`config.mk`:
```
export PLATFORM = sky130hd
export DESIGN_NAME = alu_arbiter
export DESIGN_NICKNAME = d
export VERILOG_FILES = /design/src/rtl/alu_arbiter.sv
export SDC_FILE = /design/constraint.sdc
export NUM_CORES = 1
export LEC_CHECK = 0
export CORE_MARGIN = 2
export CORE_UTILIZATION = 33
export DETAILED_ROUTE_END_ITERATION = 10
export PLACE_DENSITY = 0.67
export SLEW_MARGIN = 10
export SYNTH_ARGS = -nofsm -noshare
export SYNTH_HDL_FRONTEND = slang
export SYNTH_SLANG_ARGS = --single-unit
```
`constraint.sdc`:
```
create_clock -name clk -period 2.1 [get_ports clk]
set_input_delay 0.525 -clock clk [delete_from_list [all_inputs] [get_ports clk]]
set_output_delay 0.525 -clock clk [all_outputs]
set_load 0.05 [all_outputs]
```
`src/rtl/alu_arbiter.sv`:
```
// rtl/alu_arbiter.sv - two-requester arbiter in front of a shared combinational ALU
// Define ALU_ARB_FIXED_PRIO_EN for fixed priority (requester 0 wins ties) instead of round-robin.
module alu_arbiter #(
  parameter int WIDTH = 32
) (
  input  logic             clk,
  input  logic             rst,
  input  logic [1:0]       req_valid,
  output logic [1:0]       req_ready,
  input  logic [3:0]       req0_op,
  input  logic [WIDTH-1:0] req0_a,
  input  logic [WIDTH-1:0] req0_b,
  input  logic [3:0]       req1_op,
  input  logic [WIDTH-1:0] req1_a,
  input  logic [WIDTH-1:0] req1_b,
  output logic [WIDTH-1:0] alu_rd1,
  output logic [WIDTH-1:0] alu_rd2,
  output logic [3:0]       alu_op,
  input  logic [WIDTH-1:0] alu_out,
  input  logic             alu_zero,
  output logic             rsp_valid,
  input  logic             rsp_ready,
  output logic [WIDTH-1:0] rsp_data,
  output logic             rsp_zero,
  output logic             rsp_id,
  output logic             rsp_err
);

  typedef enum logic [1:0] {IDLE, EXEC, RESP} state_t;

  state_t           state_q, state_d;
  logic [3:0]       op_q, op_d;
  logic [WIDTH-1:0] a_q, a_d, b_q, b_d;
  logic [WIDTH-1:0] data_q, data_d;
  logic             id_q, id_d;
  logic             zero_q, zero_d;
  logic             err_q, err_d;
  logic [1:0]       grant;
  logic             accept;
  logic             op_legal;
`ifndef ALU_ARB_FIXED_PRIO_EN
  logic             last_q, last_d;
`endif

  always_comb begin
    grant = 2'b00;
    case (req_valid)
      2'b01: grant = 2'b01;
      2'b10: grant = 2'b10;
`ifdef ALU_ARB_FIXED_PRIO_EN
      2'b11: grant = 2'b01;
`else
      2'b11: grant = last_q ? 2'b01 : 2'b10;
`endif
      default: grant = 2'b00;
    endcase
  end

  assign req_ready = (state_q == IDLE) ? grant : 2'b00;
  assign accept    = |(req_valid & req_ready);
  assign op_legal  = (op_q == 4'b0010) || (op_q == 4'b0110) ||
                     (op_q == 4'b0000) || (op_q == 4'b0001);

  always_comb begin
    state_d = state_q;
    op_d    = op_q;
    a_d     = a_q;
    b_d     = b_q;
    id_d    = id_q;
    data_d  = data_q;
    zero_d  = zero_q;
    err_d   = err_q;
`ifndef ALU_ARB_FIXED_PRIO_EN
    last_d  = last_q;
`endif
    case (state_q)
      IDLE: begin
        if (accept) begin
          state_d = EXEC;
          op_d    = req_ready[1] ? req1_op : req0_op;
          a_d     = req_ready[1] ? req1_a  : req0_a;
          b_d     = req_ready[1] ? req1_b  : req0_b;
          id_d    = req_ready[1];
`ifndef ALU_ARB_FIXED_PRIO_EN
          last_d  = req_ready[1];
`endif
        end
      end
      EXEC: begin
        // Illegal opcodes still spend the EXEC cycle; the ALU result is discarded.
        state_d = RESP;
        data_d  = op_legal ? alu_out : '0;
        zero_d  = op_legal ? alu_zero : 1'b0;
        err_d   = !op_legal;
      end
      RESP: begin
        if (rsp_ready) state_d = IDLE;
      end
      default: state_d = IDLE;
    endcase
  end

  always_ff @(posedge clk) begin
    if (rst) begin
      state_q <= IDLE;
      op_q    <= '0;
      a_q     <= '0;
      b_q     <= '0;
      id_q    <= 1'b0;
      data_q  <= '0;
      zero_q  <= 1'b0;
      err_q   <= 1'b0;
`ifndef ALU_ARB_FIXED_PRIO_EN
      last_q  <= 1'b1;
`endif
    end else begin
      state_q <= state_d;
      op_q    <= op_d;
      a_q     <= a_d;
      b_q     <= b_d;
      id_q    <= id_d;
      data_q  <= data_d;
      zero_q  <= zero_d;
      err_q   <= err_d;
`ifndef ALU_ARB_FIXED_PRIO_EN
      last_q  <= last_d;
`endif
    end
  end

  assign alu_rd1   = (state_q == EXEC) ? a_q  : '0;
  assign alu_rd2   = (state_q == EXEC) ? b_q  : '0;
  assign alu_op    = (state_q == EXEC) ? op_q : 4'b0000;
  assign rsp_valid = (state_q == RESP);
  assign rsp_data  = data_q;
  assign rsp_zero  = zero_q;
  assign rsp_id    = id_q;
  assign rsp_err   = err_q;

endmodule

```
Yosys cells after proc, flatten, opt, wreduce, memory -nomap -nowiden
Cells that the tools add are included.
{"block": "totals", "ff_bits": 106, "inputBits": 174}
{"block": "op_classes", "muxes": 14, "n_reduce_logical": 9, "bitwise_logic": 1, "n_eq_ne": 10}
{"operator": "32-bit two-way mux", "n": 5}
{"operator": "2-bit case mux with 3 select lines", "n": 2}
{"operator": "2-bit two-way mux", "n": 4}
{"operator": "4-bit two-way mux", "n": 2}
{"operator": "2-bit == test (second input constant)", "n": 3}
{"operator": "2-bit by 1-bit == test with 1-bit output (second input constant)", "n": 2}
{"operator": "4-bit by 1-bit == test with 1-bit output (second input constant)", "n": 1}
{"operator": "4-bit by 2-bit == test with 1-bit output (second input constant)", "n": 1}
{"operator": "4-bit by 3-bit == test with 1-bit output (second input constant)", "n": 1}
{"operator": "4-bit zero test", "n": 1}
{"operator": "2-bit AND reduction", "n": 2}
{"operator": "1-bit logical OR", "n": 3}
{"operator": "2-bit AND", "n": 1}
{"operator": "2-bit zero test", "n": 1}
{"operator": "2-bit by 1-bit != test with 1-bit output (second input constant)", "n": 1}
{"operator": "2-bit != test (second input constant)", "n": 1}
{"operator": "2-bit OR reduction", "n": 1}
{"operator": "1-bit zero test", "n": 1}
{"operator": "1-bit two-way mux", "n": 1}

Logic depth before layout (Yosys ltp)
{"block": "logic_depth", "word_depth": 7, "mapped_depth": 6}

Least setup slack after synthesis
OpenSTA, ideal clock, no wires.
{"block": "synth_path", "path_kind": "input -> output", "startpoint": "input req_valid[1]", "endpoint": "output req_ready[1]", "cell_stages": 4, "arrival_time_ns": 1.860, "path_slack_ns": -0.285, "t_required_ns": 1.575, "path_buffers": 2, "path_cell_list": "buf_2 > or3b_1 > clkbuf_1 > nor2_1"}
{"block": "synth_between", "elab_chain_len": 3}
{"element": "from (decl)", "line_no": "8", "rtl": "input logic [1:0] req_valid,"}
{"element": "2-bit == test or 2-bit by 1-bit == test with 1-bit output (tied branches)", "line_no": "47", "rtl": "case (req_valid)"}
{"element": "2-bit case mux with 3 select lines *", "line_no": "47"}
{"element": "2-bit two-way mux *", "line_no": "59", "rtl": "assign req_ready = (state_q == IDLE) ? grant : 2'b00;"}
{"element": "to (decl)", "line_no": "9", "rtl": "output logic [1:0] req_ready,"}
Mark *: on every way between the ends. The rest lies on a longest branch, timed or not.

Final worst setup path
{"block": "layout_path", "startpoint": "register data_q[21], in the netlist rsp_data[21]", "endpoint": "output rsp_data[21]"}
{"element": "from (decl)", "line_no": "34", "rtl": "logic [WIDTH-1:0] data_q, data_d;"}
{"element": "from (signal assigned)", "line_no": "122", "rtl": "data_q <= data_d;"}
{"element": "to (decl)", "line_no": "23", "rtl": "output logic [WIDTH-1:0] rsp_data,"}
No word-level cell between the ends.

==> out/summary.txt <==
Initial Util - 0.336
Core ar. - 0.0151 mm^2
Tmin final - 2.05 ns
worst hold path class - flop to flop
HP Start - a_q[13]$_SDFFE_PP0P_
# rows - 45
vias in the first global route - 5510
max_cap viols - 0
Post-Syn Area - 0.00509 mm^2
Slowest Stage Delay on Critical Path - 0.84 ns
CP Max Fanout - 2
Area Growth Syn to Fin - 70.8%
IO Pins - 280
flops & latches, synth - 106
final setup fails - 0
# clock sinks - 106
CP Cell Sequence - clkdlybuf4s50_1
total wire length - 19200 um
Max Slew Vio Count - 0
dpl ws - 0.125 ns
reg-to-reg endpoint - a_q[3]$_SDFFE_PP0P_
Post-synth EDFFs - 0
# diodes - 0
most frequent cells in the layout - 203 x clkdlybuf4s50_1, 104 x dfxtp_1, 88 x nor2_1, 70 x a21oi_1, 68 x buf_4
footprint of the multi-input gates - 0.00247 mm^2
layout cell share with drive strength beyond 1 - 0.175
Critical Path Stages - 1
commonest non-fill, non-tap cell in the layout - clkdlybuf4s50_1
gr ovfl total - 0
GPL Wtd Cong - 0.869
slew of the pin with the lowest slew margin - 1.04 ns
CP required - 1.57 ns
DR vias/cell - 5.53
htree depth - 3
clk root buf - clkbuf_16
DR DRC count - 0
Post-DRT Antenna Nets - 0
Worst path top cell family by delay - buffers and inverters
fin util - 0.574
Syn Inst Count - 614
post-route insts no fill - 1052
WP buf/inv - 1
Synth Flop Type - dfxtp_1
pwr/cell area - 733 mW/mm^2
clock slew at reported path FFs - 0.07 ns
fin crit share - 0.978
antenna violations before repair - 0
Die Wd - 128 um
die area - 0.0164 mm^2
Clock Skew - 0.00695 ns
critical path arrival - 1.53 ns
latest clock arrival within the worst-skew pair - 0.35 ns
Clock Tree Buf Depth - 2
placed cells - 1034
TritonCTS Buffers - 9
GRT Util Overall - 0.222
CP endpoint kind - primary output
Lkg Pwr - 3.28 nW
Final #Nets - 1033
Synth cell types - 31
R2R Setup Slk - 0.32 ns
Die Y - 128 um
largest net degree at the start of global routing - 49
post-cts hold buffer count - 0
outcome - finished clean
register area - 0.00213 mm^2
Avg Inst Size Synth - 8.29 um^2
drt pass-1 iters - 5
fillcell total - 1330
Critical Path Start Type - flop
I/O Buffers - 279
crit path to - rsp_data[21]
Slowest-stage cell, CP - clkdlybuf4s50_1
worst setup path category - flop to primary output
fin worst setup slack - 0.0459 ns
Critical Path Source - rsp_data[21]$_SDFFE_PP0N_
path depth of the worst reg2reg path - 4
Reg-to-Reg Start - state_q[0]$_SDFFE_PP0P_
Synth Warn # - 0
hpwl dp - 13700 um
1st-iter DRT viols - 291
Max Freq - 487 MHz
Final Hold Fails - 0
CTS tree - yes
Post-Syn Nets - 788
Max VDD drop - 0.358 mV
Async SR Flop Fraction - 0
part of the Yosys area used for sequential elements - 0.417
first-pass GRT wire length - 28700 um
RSZ-0062 raised after global routing - false
setup TNS - 0 ns
max_slew headroom - 0.301
via count - 5821
routed len/inst - 18.3 um
report_power, final:
group	switching (W)	total (W)	internal (W)	leakage, nW
logic	0.00109	0.00194	0.000848	2.22
registers	0.0000784	0.00228	0.00220	0.872
clock network	0.000762	0.00215	0.00138	0.189
total	0.00193	0.00637	0.00443	3.28
flip-flops by register name, summed over array words and instances, names as in the netlist:
| register | cells |
|---|---|
| b_q | 32 |
| rsp_err | 1 |
| rsp_zero | 1 |
| op_q | 4 |
| rsp_data | 32 |
| last_q | 1 |
| a_q | 32 |
| rsp_id | 1 |
| state_q | 2 |
per-stage QoR:
stage / hold slack [ns] / total power, W / instance area [um^2]
global placement: 0.452 / 0.00422 / 8280
floorplan: 0.441 / 0.00341 / 5110
CTS: 0.468 / 0.00642 / 8690
detailed placement: 0.459 / 0.00426 / 8280
finish: 0.467 / 0.00637 / 8690
global route: 0.483 / 0.00663 / 8690
metal layers:
layer	routed length [um]	track usage	share of wire	vias to the layer above
met5	0	0	0	-
met4	451	0.0879	0.023	0
met3	2100	0.0768	0.11	31
met2	9100	0.377	0.47	294
met1	7560	0.258	0.39	2752
li1	-	-	-	2744
logic make-up (layout without fill, tap and decap cells):
| logic type | count (synthesis) | in the layout | share of synthesized area |
|---|---|---|---|
| compound gates | 242 | 242 | 0.358 |
| simple gates | 131 | 131 | 0.114 |
| flops | 106 | 106 | 0.417 |
| buf+inv | 134 | 384 | 0.109 |
| mux | 1 | 1 | 0.00197 |
cell type report:
class                      instances  share of cell area
clock buffer                      12              0.0307
clock inverter                     4              0.0138
inverter                          59              0.0255
multi-input combinational        374               0.285
sequential                       106               0.245
tap                              188              0.0271
timing repair buffer             309               0.374
repair_timing:
item,in CTS,in global routing
setup endpoints to repair,53,3
hold endpoints to repair,0,0
resized for setup,4,2
setup buffers,2,0
pin swaps,0,0
worst min path at each step:
| stage | to | cells after the start |
|---|---|---|
| 2_1_floorplan | a_q[0]$_SDFFE_PP0P_ | 2 |
| 3_3_place_gp | b_q[31]$_SDFFE_PP0P_ | 2 |
| 3_5_place_dp | a_q[12]$_SDFFE_PP0P_ | 2 |
| 4_1_cts | b_q[1]$_SDFFE_PP0P_ | 2 |
| 5_1_grt | a_q[11]$_SDFFE_PP0P_ | 2 |
| 6_report | a_q[13]$_SDFFE_PP0P_ | 2 |
synthesized netlist by cell type (7+ instances only):
library cell    n  share of area
and2_1         10          0.012
dfxtp_1       106           0.42
o32ai_1        49          0.084
a21oi_1        70          0.069
nand3_1         9         0.0089
a32oi_1        33          0.057
o21ai_0         7         0.0069
nor2_1         96          0.071
a22oi_1        59          0.087
inv_1          59          0.044
clkbuf_1       54          0.040
o32ai_2        10          0.032
a311oi_1        9          0.015
buf_2          16          0.016
(Power assumes the default switching activity.)
